--- config.mk ---
export PLATFORM = sky130hd
export DESIGN_NAME = ipml_ex_data_packer
export DESIGN_NICKNAME = d
export VERILOG_FILES = /design/src/rtl/ipml_ex_data_packer.sv
export SDC_FILE = /design/constraint.sdc
export NUM_CORES = 1
export LEC_CHECK = 0
export CORE_MARGIN = 3
export CORE_UTILIZATION = 45
export CTS_BUF_LIST = sky130_fd_sc_hd__clkbuf_16
export DETAILED_ROUTE_END_ITERATION = 12
export GPL_ROUTABILITY_DRIVEN = 0
export PLACE_DENSITY = 0.68
export REMOVE_ABC_BUFFERS = 1
export SLEW_MARGIN = 20
export SYNTH_ARGS = -nofsm -noshare
export SYNTH_HDL_FRONTEND = slang
export SYNTH_SLANG_ARGS = --single-unit
--- constraint.sdc ---
create_clock -name clk -period 2.8 [get_ports clk]
set_input_delay 0.56 -clock clk [delete_from_list [all_inputs] [get_ports clk]]
set_output_delay 0.56 -clock clk [all_outputs]
set_load 0.01 [all_outputs]
--- src/rtl/ipml_ex_data_packer.sv ---
// ipml_ex_data_packer: packs RATIO consecutive DATA_W words popped from the ex_data
// prefetch FIFO into one wide beat. One accumulator plus one output register let the
// FIFO drain at full rate while the wide output is back-pressured.
// Optional feature macro: EX_DATA_PACK_FLUSH_EN (idle-timeout flush of partial beats).
module ipml_ex_data_packer #(
   parameter int unsigned DATA_W    = 32,
   parameter int unsigned RATIO     = 4,
   parameter int unsigned FLUSH_CYC = 16,
   localparam int unsigned CNT_W    = $clog2(RATIO) + 1
) (
   input  logic                      clk,
   input  logic                      rst_n,
   input  logic [DATA_W-1:0]         in_data,
   input  logic                      in_vld,
   output logic                      in_rdy,
   output logic [DATA_W*RATIO-1:0]   out_data,
   output logic [RATIO-1:0]          out_keep,
   output logic                      out_vld,
   input  logic                      out_rdy,
   output logic [CNT_W-1:0]          fill_cnt
);

   localparam int unsigned OUT_W = DATA_W * RATIO;

   typedef enum logic [0:0] {StFill, StHold} state_e;

   state_e             state_q, state_d;
   logic               rdy_en_q, rdy_en_d;
   logic [OUT_W-1:0]   acc_q, acc_d;
   logic [CNT_W-1:0]   fill_cnt_q, fill_cnt_d;
   logic [OUT_W-1:0]   out_data_q, out_data_d;
   logic [RATIO-1:0]   out_keep_q, out_keep_d;
   logic               out_vld_q, out_vld_d;

   logic               accept;
   logic               slot_free;
   logic               last_word;
   logic               flush_fire;
   logic               load_out;
   logic [OUT_W-1:0]   acc_wr;
   logic [CNT_W-1:0]   fill_wr;
   logic [RATIO-1:0]   keep_mask;

`ifdef EX_DATA_PACK_FLUSH_EN
   logic [7:0]         idle_cnt_q, idle_cnt_d;

   // Idle timer: counts FILL cycles holding words with no accept; fires on the
   // FLUSH_CYC-th such cycle. An accept in that cycle wins and clears it.
   always_comb begin
      flush_fire = (state_q == StFill) && !accept && (fill_cnt_q != '0) &&
                   (idle_cnt_q == 8'(FLUSH_CYC - 1));
      if ((state_q != StFill) || accept || (fill_cnt_q == '0) || flush_fire) begin
         idle_cnt_d = '0;
      end else begin
         idle_cnt_d = idle_cnt_q + 8'd1;
      end
   end

   // Idle timer register
   always_ff @(posedge clk or negedge rst_n) begin
      if (!rst_n) begin
         idle_cnt_q <= '0;
      end else begin
         idle_cnt_q <= idle_cnt_d;
      end
   end
`else
   // FLUSH_CYC has no effect without the flush feature.
   logic unused_flush_cyc;
   assign unused_flush_cyc = ^FLUSH_CYC;
   assign flush_fire = 1'b0;
`endif

   // Handshake qualifiers and accumulator write of the incoming word
   always_comb begin
      accept    = in_vld & in_rdy;
      slot_free = ~out_vld_q | out_rdy;
      last_word = accept && (fill_cnt_q == CNT_W'(RATIO - 1));
      fill_wr   = fill_cnt_q + CNT_W'(accept);
      acc_wr    = acc_q;
      for (int unsigned i = 0; i < RATIO; i++) begin
         if (accept && (fill_cnt_q == CNT_W'(i))) begin
            acc_wr[i*DATA_W +: DATA_W] = in_data;
         end
      end
      // Lanes holding words; all ones for a full beat, lower bits for a flush.
      for (int unsigned i = 0; i < RATIO; i++) begin
         keep_mask[i] = (CNT_W'(i) < fill_wr);
      end
   end

   // FSM state register
   always_ff @(posedge clk or negedge rst_n) begin
      if (!rst_n) begin
         state_q <= StFill;
      end else begin
         state_q <= state_d;
      end
   end

   // FSM next state: park in HOLD when a beat is complete but the output slot is busy
   always_comb begin
      state_d = state_q;
      unique case (state_q)
         StFill: if ((last_word || flush_fire) && !slot_free) state_d = StHold;
         StHold: if (slot_free) state_d = StFill;
         default: state_d = StFill;
      endcase
   end

   // FSM outputs
   always_comb begin
      in_rdy = (state_q == StFill) && rdy_en_q;
   end

   // Datapath next state: accumulate, hand the beat to the output register, retire beats
   always_comb begin
      rdy_en_d   = 1'b1;
      acc_d      = acc_wr;
      fill_cnt_d = fill_wr;
      out_data_d = out_data_q;
      out_keep_d = out_keep_q;
      out_vld_d  = out_vld_q;
      load_out   = slot_free && ((state_q == StHold) || last_word || flush_fire);
      if (load_out) begin
         out_data_d = acc_wr;
         out_keep_d = keep_mask;
         out_vld_d  = 1'b1;
         // Clearing keeps unused lanes of the next (possibly partial) beat at zero.
         acc_d      = '0;
         fill_cnt_d = '0;
      end else if (out_vld_q && out_rdy) begin
         out_vld_d  = 1'b0;
      end
   end

   // Datapath registers; reset discards any partially packed beat
   always_ff @(posedge clk or negedge rst_n) begin
      if (!rst_n) begin
         rdy_en_q   <= 1'b0;
         acc_q      <= '0;
         fill_cnt_q <= '0;
         out_data_q <= '0;
         out_keep_q <= '0;
         out_vld_q  <= 1'b0;
      end else begin
         rdy_en_q   <= rdy_en_d;
         acc_q      <= acc_d;
         fill_cnt_q <= fill_cnt_d;
         out_data_q <= out_data_d;
         out_keep_q <= out_keep_d;
         out_vld_q  <= out_vld_d;
      end
   end

   assign out_data = out_data_q;
   assign out_keep = out_keep_q;
   assign out_vld  = out_vld_q;
   assign fill_cnt = fill_cnt_q;

endmodule

Yosys cells after proc, flatten, opt, wreduce, memory -nomap -nowiden
Cells that the tools add are included.
- bits in registers: 266
- output and inout port bits: 137
- input port bits: 36
- logic and storage cells: 42
- add/subtract/negate cells: 1
- magnitude comparators: 4
- equality and inequality tests: 3
- bitwise logic cells: 4
- reduce and logical (&&, ||, !) cells: 12
- multiplexer cells: 11
- operator list (cell ; number):
    $mux 128 ; 1
    $mux 32 ; 4
    $logic_and 1x1->1 ; 8
    $eq 3x2->1 const B ; 2
    $lt 1x3->1 const A ; 2
    $lt 2x3->1 const A ; 2
    $mux 1 ; 4
    $add 3x1->3 ; 1
    $eq 3x1->1 const B ; 1
    $logic_not 3->1 ; 1
    $mux 3 ; 1
    $not 1->1 ; 2
    $pmux 1 s2 ; 1
    $reduce_bool 2->1 ; 1
    $and 1x1->1 ; 1
    $logic_not 1->1 ; 1
    $logic_or 1x1->1 ; 1
    $or 1x1->1 ; 1

Depth between registers and ports, before layout
- word-level depth: 7
- gate-level depth with buffers: 8
- mapped depth without buffers: 8

Worst setup path after synthesis
OpenSTA, ideal clock, no wires.
- path type: input -> register
- start: input out_rdy
- end: register out_data_q[36], in the netlist out_data[36]
- path slack: 993 ps
- data required time: 2670 ps
- buffers on the path: 4
- stages: 7
- library setup time: 130 ps
- arrival time: 1676 ps
- cell sequence: nand2b_1 buf_4 inv_2 buf_4 clkbuf_1 buf_2 o31ai_2
- word-level cells in the longest chain between the ends: 2
- ends and longest elaborated chain (what ; RTL line ; source):
    start, declared ; 19 ; input logic out_rdy,
    $or 1x1->1 ; 77 ; slot_free = ~out_vld_q | out_rdy;
    $logic_and 1x1->1 ; 124 ; load_out = slot_free && ((state_q == StHold) || last_word || flush_fire);
    end signal, assigned ; 150 ; out_data_q <= out_data_d;
    end, declared ; 31 ; logic [OUT_W-1:0] out_data_q, out_data_d;
Every way passes these cells.
A chain may end at the register's enable or synchronous reset.

Final worst setup path
- start: register state_q
- end: output in_rdy
- word-level cells in the longest chain between the ends: 2
- ends and longest elaborated chain (what ; RTL line ; source):
    start, declared ; 27 ; state_e state_q, state_d;
    start signal, assigned ; 95 ; state_q <= StFill;
    start signal, assigned ; 97 ; state_q <= state_d;
    $not 1->1 ; - ;
    $logic_and 1x1->1 ; 113 ; in_rdy = (state_q == StFill) && rdy_en_q;
    end, declared ; 15 ; output logic in_rdy,
Every way passes these cells.

==> qor.txt <==
Inst Count DP -> 1298
Chip height -> 162 microns
Longest Clk Path Bufs -> 3
Final Hold Fails -> 1
Routed Antenna Nets -> 0
Max frequency -> 432 MHz
Grt total ovfl -> 0
Post-synth top area cell -> dfrtp_1
Post-synth top flop -> dfrtp_1
Syn Std Cell Area -> 11000 sq um
Seq. cell area -> 6660 sq um
Failing checks -> negative hold slack
H-tree levels -> 1
Setup CP Type -> reg2out
Area Growth Syn to Fin -> 25.5%
Final setup fails -> 0
Final Power -> 14.8 mW
Seq cells post-synth -> 266
Clock sink total -> 266
RSZ-0062 raised after global routing -> no
Drc violations -> 0
Skew-Pair Late Insertion Delay -> 0.53 ns
CTS root buf -> clkbuf_16
Clock skew -> 0.0130 ns
Final nets -> 1047
Drt initial violations -> 510
Top post-synthesis cells by count -> 266 x dfrtp_1, 100 x nor2_1, 97 x mux2i_1, 97 x o21ai_0, 53 x o31ai_2
# resized after CTS -> 0
CP Launch Type -> register
Reg-to-Reg End -> acc_q[110]$_DFF_PN0_
Full die area -> 26300 sq um
Final min period -> 2.31 ns
Total CTS buffers -> 28
Hold slack -> -0.00510 ns
Number of port buffers -> 172
GRT Util Overall -> 20.2%
Vias in the first global route -> 7656
Area contributors post-synth -> dfrtp_1 61%, mux2i_1 8.8%, o31ai_2 6.0%
Critical Path Sink Type -> output pin
Worst vdd ir -> 0.000571 V
Via count -> 7441
Worst Max-Slew Pin Slew -> 0.669 ns
Number of flops mapped to enable cells by yosys -> 0
Fillers -> 1941
Post-synthesis cell type count -> 36
Largest net degree at the start of global routing -> 117
FF-to-FF setup slack -> 0.83 ns
First-pass GRT wire length -> 43.3 mm
Cell Pwr Density -> 1080 nW/um^2
Avg WL per Cell -> 19.5 microns
Final Util -> 58.0%
Critical R2R Launch -> state_q$_DFF_PN0_
# rows -> 56
Max Cap Viol -> 0
Initial antenna violation count -> 0
Non-filler instance count after layout -> 1348
Postcts setup bufs -> 0
Worst Hold Class -> in2async
Async S/R FF share, synth -> 100%
Area of the multi-input gates -> 3830 sq um
Final wirelength -> 26.3 mm
TritonCTS clock tree -> yes
Final Slew Violations -> 0
CTS Hold Bufs -> 0
Synth top area share -> 60.7%
Worst R2R Path Depth -> 6
Max_slew headroom -> 55.4%
Ant. Diodes -> 0
P_leak -> 6.65 nW
Tcrit/Tclk final -> 82.6%
First drt pass iteration count -> 4
Vias/cell -> 5.52
Crit path max fanout -> 5
Ratio of cells with drive above 1 in the final layout -> 12.4%
Cells after synthesis -> 864
Critical Path AT -> 1.75 ns
DIE WIDTH -> 162 microns
Starting density of the core -> 46.2%
Sequential share of the synthesized area -> 60.7%
Clock slew at reported path FFs -> 0.06 ns
Count leader, synth -> dfrtp_1
Area of the core -> 23800 sq um
Status -> finished with violations
Placed wire-length estimate -> 16.1 mm
Mean Syn Cell Area -> 12.7 sq um
Critical Path RT -> 2.24 ns
Synthesis Warnings -> 0
Top-level I/O count -> 173
## power by group
group | switching, mW | internal, mW
registers | 0.797 | 5.42
clock network | 1.45 | 1.86
logic | 2.52 | 2.80
total | 4.77 | 10.1
## worst max path at each step
stage                 startpoint                 endpoint  slack (ns)  cells past startpoint
2_1_floorplan             in_vld  out_keep[1]$_DFFE_PN0P_       -2.70                      4
3_5_place_dp              in_vld     acc_q[112]$_DFF_PN0_        0.35                      7
5_1_grt        state_q$_DFF_PN0_                   in_rdy        0.43                      2
3_3_place_gp              in_vld     acc_q[127]$_DFF_PN0_        0.37                      7
6_report       state_q$_DFF_PN0_                   in_rdy        0.49                      2
4_1_cts        state_q$_DFF_PN0_                   in_rdy        0.44                      2
## worst max-delay path: stages (launching register included)
cell and delay (ns):
dfrtp_1 0.47, nor2b_1 0.19, clkdlybuf4s50_1 0.56
## area by class of cell
type                            count  share of cell area, %
Inverter                            3                  0.118
Tap cell                          319                   2.90
Multi-Input combinational cell    512                   27.8
Clock buffer                       29                   5.27
Timing Repair Buffer              198                   14.9
Clock inverter                     21                  0.699
Sequential cell                   266                   48.3
## state kept, by name, summed over array words and instances (netlist names)
name / cells
out_keep: 4
out_data: 128
acc_q: 128
out_vld: 1
state_q: 1
fill_cnt: 3
rdy_en_q: 1
## stage by stage
stage	cell area [sq um]	setup WS, ns	setup TNS [ns]	hold WS [ns]
2_1_floorplan	10500	-2.70	-432.99	0.264
3_3_place_gp	13000	0.368	0	0.483
3_5_place_dp	13000	0.349	0	0.483
4_1_cts	13800	0.443	0	0.0116
5_1_grt	13800	0.426	0	0.0271
6_report	13800	0.487	0	-0.00510
## cell families (layout without fill, tap and decap cells)
group	count (synthesis)	in the layout	synth area share (%)
adders and majority gates	2	2	0.228
DFF	266	266	60.7
AOI/OAI and AO/OA	292	292	20.7
other	1	1	0.0342
xor gates and xnor gates	1	1	0.0798
and+or+nand+nor	117	117	4.74
muxes	99	99	9.05
buffers and inverters	86	251	4.55
## layout by cell type (no fill, tap or decap), drive strengths merged
cell type	instances
nor2	102
o21ai	97
buf	27
clkbuf	29
and4b	1
o22ai	32
mux2	2
ha	2
nand3b	2
nand3	1
a21oi	1
and4bb	1
o31ai	97
dfrtp	266
xnor2	1
clkinv	12
a22o	32
a2bb2oi	32
clkdlybuf4s50	171
a21boi	1
mux2i	97
and2	1
nand2	4
nand2b	2
nor2b	3
conb	1
inv	12
## per-layer routing
layer / GRT usage (%) / part of all wire, % / vias to the layer above
li1: - / - / 3436
met5: 0 / 0 / -
met4: 4.38 / 1.6 / 0
met1: 29.9 / 46 / 3781
met3: 3.52 / 5.2 / 32
met2: 31.7 / 47 / 192
No activity file was read; power rests on OpenSTA's default activity.
